[src/rtl/fetch_pkg.sv]
// Shared types and constants for the instruction-fetch stage.
package fetch_pkg;

    typedef enum logic [1:0] {
        IDLE = 2'd0,
        REQ  = 2'd1,
        WAIT = 2'd2,
        DROP = 2'd3
    } fetch_state_t;

    localparam logic [31:0] PC_STEP   = 32'd4;
    localparam logic [31:0] INSTR_NOP = 32'h0;

    typedef struct packed {
        logic [31:0] pc;
        logic [31:0] instr;
    } fetch_entry_t;

    // Redirect targets are forced onto a word boundary.
    function automatic logic [31:0] align_word(input logic [31:0] addr);
        return {addr[31:2], 2'b00};
    endfunction

endpackage

[src/rtl/fetch_buf.sv]
// Two-entry FIFO of {pc, instr} pairs between fetch and decode.
// Flush wins over push; push and pop may coincide at any occupancy.
module fetch_buf
    import fetch_pkg::*;
(
    input  logic         clk,
    input  logic         rst,
    input  logic         push,
    input  fetch_entry_t push_data,
    input  logic         pop,
    input  logic         flush,
    output logic [1:0]   count,
    output fetch_entry_t head
);

    fetch_entry_t mem_q [2];
    fetch_entry_t mem_d [2];
    logic         rd_ptr_q, rd_ptr_d;
    logic         wr_ptr_q, wr_ptr_d;
    logic [1:0]   count_q, count_d;
    logic         do_push, do_pop;

    // Next-state of storage, pointers and occupancy.
    always_comb begin
        mem_d    = mem_q;
        rd_ptr_d = rd_ptr_q;
        wr_ptr_d = wr_ptr_q;
        count_d  = count_q;
        do_pop   = pop && (count_q != 2'd0);
        // When full, a push only lands if the head leaves in the same cycle.
        do_push  = push && ((count_q != 2'd2) || do_pop);
        if (flush) begin
            rd_ptr_d = 1'b0;
            wr_ptr_d = 1'b0;
            count_d  = 2'd0;
        end else begin
            if (do_push) begin
                mem_d[wr_ptr_q] = push_data;
                wr_ptr_d        = ~wr_ptr_q;
            end
            if (do_pop) begin
                rd_ptr_d = ~rd_ptr_q;
            end
            count_d = count_q + 2'(do_push) - 2'(do_pop);
        end
    end

    // Storage and pointer registers.
    always_ff @(posedge clk or posedge rst) begin
        if (rst) begin
            mem_q[0] <= '0;
            mem_q[1] <= '0;
            rd_ptr_q <= 1'b0;
            wr_ptr_q <= 1'b0;
            count_q  <= 2'd0;
        end else begin
            mem_q    <= mem_d;
            rd_ptr_q <= rd_ptr_d;
            wr_ptr_q <= wr_ptr_d;
            count_q  <= count_d;
        end
    end

    // Head is zeroed when empty so decode never sees stale contents.
    always_comb begin
        count = count_q;
        if (count_q != 2'd0) begin
            head = mem_q[rd_ptr_q];
        end else begin
            head = '{pc: 32'h0, instr: INSTR_NOP};
        end
    end

endmodule

[src/rtl/fetch_unit.sv]
// Instruction-fetch stage: computes next PC, issues one memory request at a
// time, queues returned {pc, instr} pairs and handles redirects.
// Handshakes: a transfer happens on a cycle where valid && ready; valid
// never depends on ready.
module fetch_unit
    import fetch_pkg::*;
#(
    parameter logic [31:0] RESET_PC  = 32'h0000_0000,
    parameter int          BUF_DEPTH = 2
)(
    input  logic        clk,
    input  logic        rst,
    input  logic [31:0] pc,
    output logic [31:0] npc,
    output logic        imem_req_valid,
    input  logic        imem_req_ready,
    output logic [31:0] imem_req_addr,
    input  logic        imem_resp_valid,
    input  logic [31:0] imem_resp_data,
    input  logic        redirect_valid,
    input  logic [31:0] redirect_target,
    output logic        id_valid,
    input  logic        id_ready,
    output logic [31:0] id_instr,
    output logic [31:0] id_pc
);

    localparam logic [1:0] DEPTH_C = 2'(BUF_DEPTH);

    fetch_state_t state_q, state_d;
    logic [31:0]  req_pc_q, req_pc_d;
    logic         req_valid;
    logic         handshake;
    logic         push;
    logic         pop;
    logic [1:0]   buf_count;
    fetch_entry_t buf_head;
    fetch_entry_t push_data;

    // Fetch FSM: request issue, response capture and redirect dropping.
    always_comb begin
        state_d   = state_q;
        req_pc_d  = req_pc_q;
        req_valid = 1'b0;
        push      = 1'b0;
        unique case (state_q)
            IDLE: begin
                state_d = REQ;
            end
            REQ: begin
                // Only one request is ever outstanding, so credit is the queue count.
                req_valid = (buf_count < DEPTH_C) && !redirect_valid;
                if (req_valid && imem_req_ready) begin
                    req_pc_d = pc;
                    state_d  = WAIT;
                end
            end
            WAIT: begin
                if (redirect_valid) begin
                    // A response in the redirect cycle retires the request; otherwise drop it later.
                    state_d = imem_resp_valid ? REQ : DROP;
                end else if (imem_resp_valid) begin
                    push    = 1'b1;
                    state_d = REQ;
                end
            end
            DROP: begin
                if (imem_resp_valid) begin
                    state_d = REQ;
                end
            end
            default: begin
                state_d = IDLE;
            end
        endcase
    end

    // State and captured request PC.
    always_ff @(posedge clk or posedge rst) begin
        if (rst) begin
            state_q  <= IDLE;
            req_pc_q <= RESET_PC;
        end else begin
            state_q  <= state_d;
            req_pc_q <= req_pc_d;
        end
    end

    // Next-PC selection: redirect, then sequential step on accept, else hold.
    always_comb begin
        handshake = req_valid && imem_req_ready;
        if (redirect_valid && !rst) begin
            npc = align_word(redirect_target);
        end else if (handshake) begin
            npc = pc + PC_STEP;
        end else begin
            npc = pc;
        end
    end

    // Queue side-band and decode-facing outputs.
    always_comb begin
        push_data      = '{pc: req_pc_q, instr: imem_resp_data};
        imem_req_valid = req_valid;
        imem_req_addr  = pc;
        id_valid       = (buf_count != 2'd0);
        id_instr       = buf_head.instr;
        id_pc          = buf_head.pc;
        pop            = id_valid && id_ready;
    end

    fetch_buf u_buf (
        .clk       (clk),
        .rst       (rst),
        .push      (push),
        .push_data (push_data),
        .pop       (pop),
        .flush     (redirect_valid),
        .count     (buf_count),
        .head      (buf_head)
    );

endmodule
[config.mk]
export PLATFORM = sky130hd
export DESIGN_NAME = fetch_unit
export DESIGN_NICKNAME = d
export VERILOG_FILES = /design/src/rtl/fetch_pkg.sv /design/src/rtl/fetch_buf.sv /design/src/rtl/fetch_unit.sv
export SDC_FILE = /design/constraint.sdc
export NUM_CORES = 1
export LEC_CHECK = 0
export BUFFER_PORTS_ARGS = -buffer_cell sky130_fd_sc_hd__buf_2
export CORE_UTILIZATION = 25
export DETAILED_ROUTE_END_ITERATION = 10
export PLACE_DENSITY = 0.44
export SLEW_MARGIN = 20
export SYNTH_ARGS = -nofsm -noshare
export SYNTH_HDL_FRONTEND = slang
export SYNTH_SLANG_ARGS = --single-unit
[constraint.sdc]
create_clock -name clk -period 8.41 [get_ports clk]
set_clock_uncertainty 0.2 [all_clocks]
set_input_delay 1.682 -clock clk [delete_from_list [all_inputs] [get_ports clk]]
set_output_delay 1.682 -clock clk [all_outputs]
set_load 0.005 [all_outputs]
==> flow_metrics.py <==
metrics = {
    "logic_synthesis": {
        "yosys.area_share.simple_pct": 10.2,
        "avgSynthCellArea_um2": 11.6,
        "netlist_instances": 727,
        "muxShareOfSynthArea_pct": 28.6,
        "synth_cell_types": 32,
        "ys.flop_type": "dfrtp_1",
        "synth_fa_ha_area_share_pct": 0.446,
        "synth-xor-area-share_pct": 1.04,
        "yosysSeqAreaShare_pct": 49.4,
        "syn_nets": 832,
        "synth_area_mm2": 0.00841,
        "synth_compound_area_share_pct": 4.58,
        "synth_top_family_by_area": "multiplexers",
        "ys_ff_latch": 166,
        "synthArstFlopShare_pct": 100,
        "yosysWarnings": 0,
        "synth-edff-count": 0,
    },
    "setup_path": {
        "arrival_ns": 4.25,
        "r2r-end": "u_buf.mem_q[118]$_DFFE_PP0P_",
        "slowest_stage": "or4_1",
        "rrSetupSlack_ns": 5.47,
        "slowest_delay_ns": 0.71,
        "path_common_cell": "buf_2",
        "cp_top_family": "simple AND/OR/NAND/NOR gates",
        "crit_chain": "buf_2 > or4b_4 > inv_1 > nand4_1 > or4_1 > a31oi_1 > buf_2",
        "cp-start-kind": "primary input",
        "crit-reg2reg-launch": "u_buf.count[0]$_DFF_PP0_",
        "worstPathRequired_ns": 6.53,
        "rr_worst_depth": 6,
        "criticalPathCategory": "primary input to primary output",
        "setup.worst_path.end_class": "primary output",
        "crit_path_max_fanout": 18,
        "crit_buf_inv": 3,
    },
    "run": {
        "maxCapViolCount": 0,
    },
    "cts": {
        "post_cts_buffers": 0,
        "clkSinkCount": 166,
        "holdBufCountCts": 0,
        "cts_resized": 0,
        "cts_tree": "yes",
        "clkTransAtPathRegs_ns": 0.06,
        "cts_root_buffer": "clkbuf_16",
        "numCtsBuffers": 17,
        "insertion_delay_ns": 0.43,
        "clock_path_buffers": 2,
        "htree_levels": 4,
    },
    "run_status": {
        "status": "finished clean",
    },
    "timing": {
        "hold_violations": 0,
        "tightest_slew_ns": 1.03,
        "fin_tns_setup_ns": 0,
        "slew-limit-headroom_pct": 31.5,
        "max_freq_mhz": 163,
        "final.period_utilization_pct": 72.9,
        "finalMaxSlewViolations": 0,
        "fin_crit_ns": 6.13,
        "setup_viol": 0,
        "grt_setup_unrepaired": "false",
    },
    "routing": {
        "ant_nets": 0,
        "firstDrtPassIters": 4,
        "drt_iter0_drc": 189,
        "vias_per_cell": 4.54,
        "drc": 0,
        "wl_um": 22700,
        "vias": 6182,
        "post_drt_wl_per_cell_um": 16.6,
    },
    "layout": {
        "drive_gt1_share_pct": 47.3,
        "nets": 1013,
        "instances_no_fill": 1363,
        "area_growth_pct": 24.1,
        "fill_cells": 3482,
        "antenna_cells": 0,
    },
    "power": {
        "comb_power_share_pct": 28.7,
        "seq_power_share_pct": 41.6,
        "p_per_area_mw_per_mm2": 275,
        "power.switching_w": 0.000927,
        "max-vdd-ir-drop_uv": 143,
        "intPower_w": 0.00194,
        "swShare_pct": 32.3,
        "p_clk_share_pct": 29.7,
        "p_leak_nw": 4.90,
    },
    "global_routing": {
        "grt_pass1_vias": 6036,
        "grt_use_total_pct": 13.6,
        "grt_pass1_wl_um": 35400,
        "grt_overflow_total": 0,
        "antenna_found_initial": 0,
        "grt_max_degree": 67,
    },
    "floorplanning": {
        "die-width_um": 185,
        "die_area_mm2": 0.0344,
        "start_util_pct": 25.6,
        "core_area_mm2": 0.0328,
        "row_count": 66,
        "ios": 232,
        "die_h_um": 185,
    },
    "placed_design": {
        "io_buffers": 229,
        "gp_routability_congestion": 0.693,
        "place_inst": 1330,
        "hpwlAfterDp_um": 15200,
    },
    "min_path": {
        "hp-class": "flop to flop",
        "hold_path_end": "u_buf.mem_q[33]$_DFFE_PP0P_",
        "hp-start": "u_buf.mem_q[33]$_DFFE_PP0P_",
        "hold-path-cell-count": 1,
    },
}
logic make-up after synthesis:
logic type | Yosys count
adder cells (fa/ha/maj) | 3
AND/OR/NAND/NOR | 179
multiplexers | 221
flip-flops | 166
XOR/XNOR | 10
buffers and inverters | 88
AO/OA/AOI/OAI | 60
flip-flops by register name, summed over array words and instances (netlist names):
signal / count
req_pc_q: 32
state_q: 2
u_buf.count: 2
u_buf.mem_q: 128
u_buf.rd_ptr_q: 1
u_buf.wr_ptr_q: 1
worst max path at each step:
stage	from	to	slack, ns	depth (start not counted)
2_1_floorplan	rst	npc[11]	0.003	4
6_report	redirect_valid	npc[19]	2.28	7
3_5_place_dp	redirect_valid	npc[25]	2.23	7
3_3_place_gp	redirect_valid	npc[25]	2.27	7
4_1_cts	redirect_valid	npc[25]	2.21	7
5_1_grt	redirect_valid	npc[25]	1.99	7
power by group through the flow:
stage | Sequential, W | Clock (W) | Combinational (W)
3_3_place_gp | 0.00121 | 0 | 0.000841
6_report | 0.00119 | 0.000852 | 0.000822
3_5_place_dp | 0.00121 | 0 | 0.000851
4_1_cts | 0.00119 | 0.000889 | 0.000852
5_1_grt | 0.00123 | 0.000918 | 0.000926
2_1_floorplan | 0.00112 | 0 | 0.000620
cell usage in the layout, fill, tap and decap left out, types with 17 or more instances in the layout:
| master | count |
|---|---|
| a31oi_1 | 23 |
| dfrtp_1 | 165 |
| mux2i_1 | 65 |
| clkbuf_16 | 17 |
| nor2_1 | 91 |
| mux2_2 | 156 |
| o31ai_1 | 18 |
| buf_2 | 229 |
| or4_1 | 19 |
| o21ai_0 | 17 |
| nand2_1 | 24 |
metrics by stage:
step / setup slack [ns] / hold slack, ns / utilization [%] / power [W] / instance area, um^2
CTS: 2.21 / 0.309 / 31.7 / 0.00293 / 10400
global route: 1.99 / 0.314 / 31.8 / 0.00307 / 10400
finish: 2.28 / 0.303 / 31.8 / 0.00286 / 10400
detailed placement: 2.23 / 0.294 / 29.8 / 0.00206 / 9760
global placement: 2.27 / 0.286 / 29.8 / 0.00205 / 9760
floorplan: 0.00334 / 0.262 / - / 0.00174 / 8410
cell type report:
type / instances / area (um^2) / area share (%)
inverters: 12 / 50.0 / 0.480
flip-flops and latches: 166 / 4160 / 39.9
repair buffers: 238 / 1230 / 11.8
multi-input cells: 473 / 3800 / 36.4
clock inverters: 14 / 198 / 1.90
well taps: 442 / 553 / 5.30
clock buffers: 18 / 439 / 4.21
worst reg2reg max path, stage by stage (launching register included):
cell,delay (ns)
dfrtp_1,0.41
nor2_1,0.08
a2111oi_1,0.39
buf_4,0.21
nor2b_4,0.55
buf_4,0.57
mux2_2,0.42
cell usage after synthesis (2+ instances only):
cell type / count / area, um^2
a31oi_1: 23 / 144
and3_1: 2 / 12.5
and4_1: 3 / 26.3
buf_1: 12 / 45.0
buf_2: 6 / 30.0
buf_4: 32 / 240
buf_6: 3 / 33.8
clkbuf_1: 23 / 86.3
dfrtp_1: 166 / 4150
ha_1: 3 / 37.5
inv_1: 12 / 45.0
mux2_2: 156 / 1760
mux2i_1: 65 / 651
nand2_1: 26 / 97.6
nand3_1: 10 / 50.1
nand4_1: 6 / 37.5
nor2_1: 92 / 345
nor2b_1: 5 / 31.3
nor4_1: 3 / 18.8
o21ai_0: 17 / 85.1
o31ai_1: 18 / 135
or3_1: 8 / 50.1
or4_1: 19 / 143
xnor2_1: 8 / 70.1
xor2_1: 2 / 17.5
layer usage:
layer / vias to the layer above / global-route usage [%] / wire length, um
met4: 0 / 3.90 / 221
li1: 2936 / - / -
met1: 3049 / 18.1 / 10700
met5: - / 0 / 0
met2: 182 / 20.9 / 10100
met3: 15 / 4.36 / 1690
Note: power is estimated with default switching activity, not from simulation.
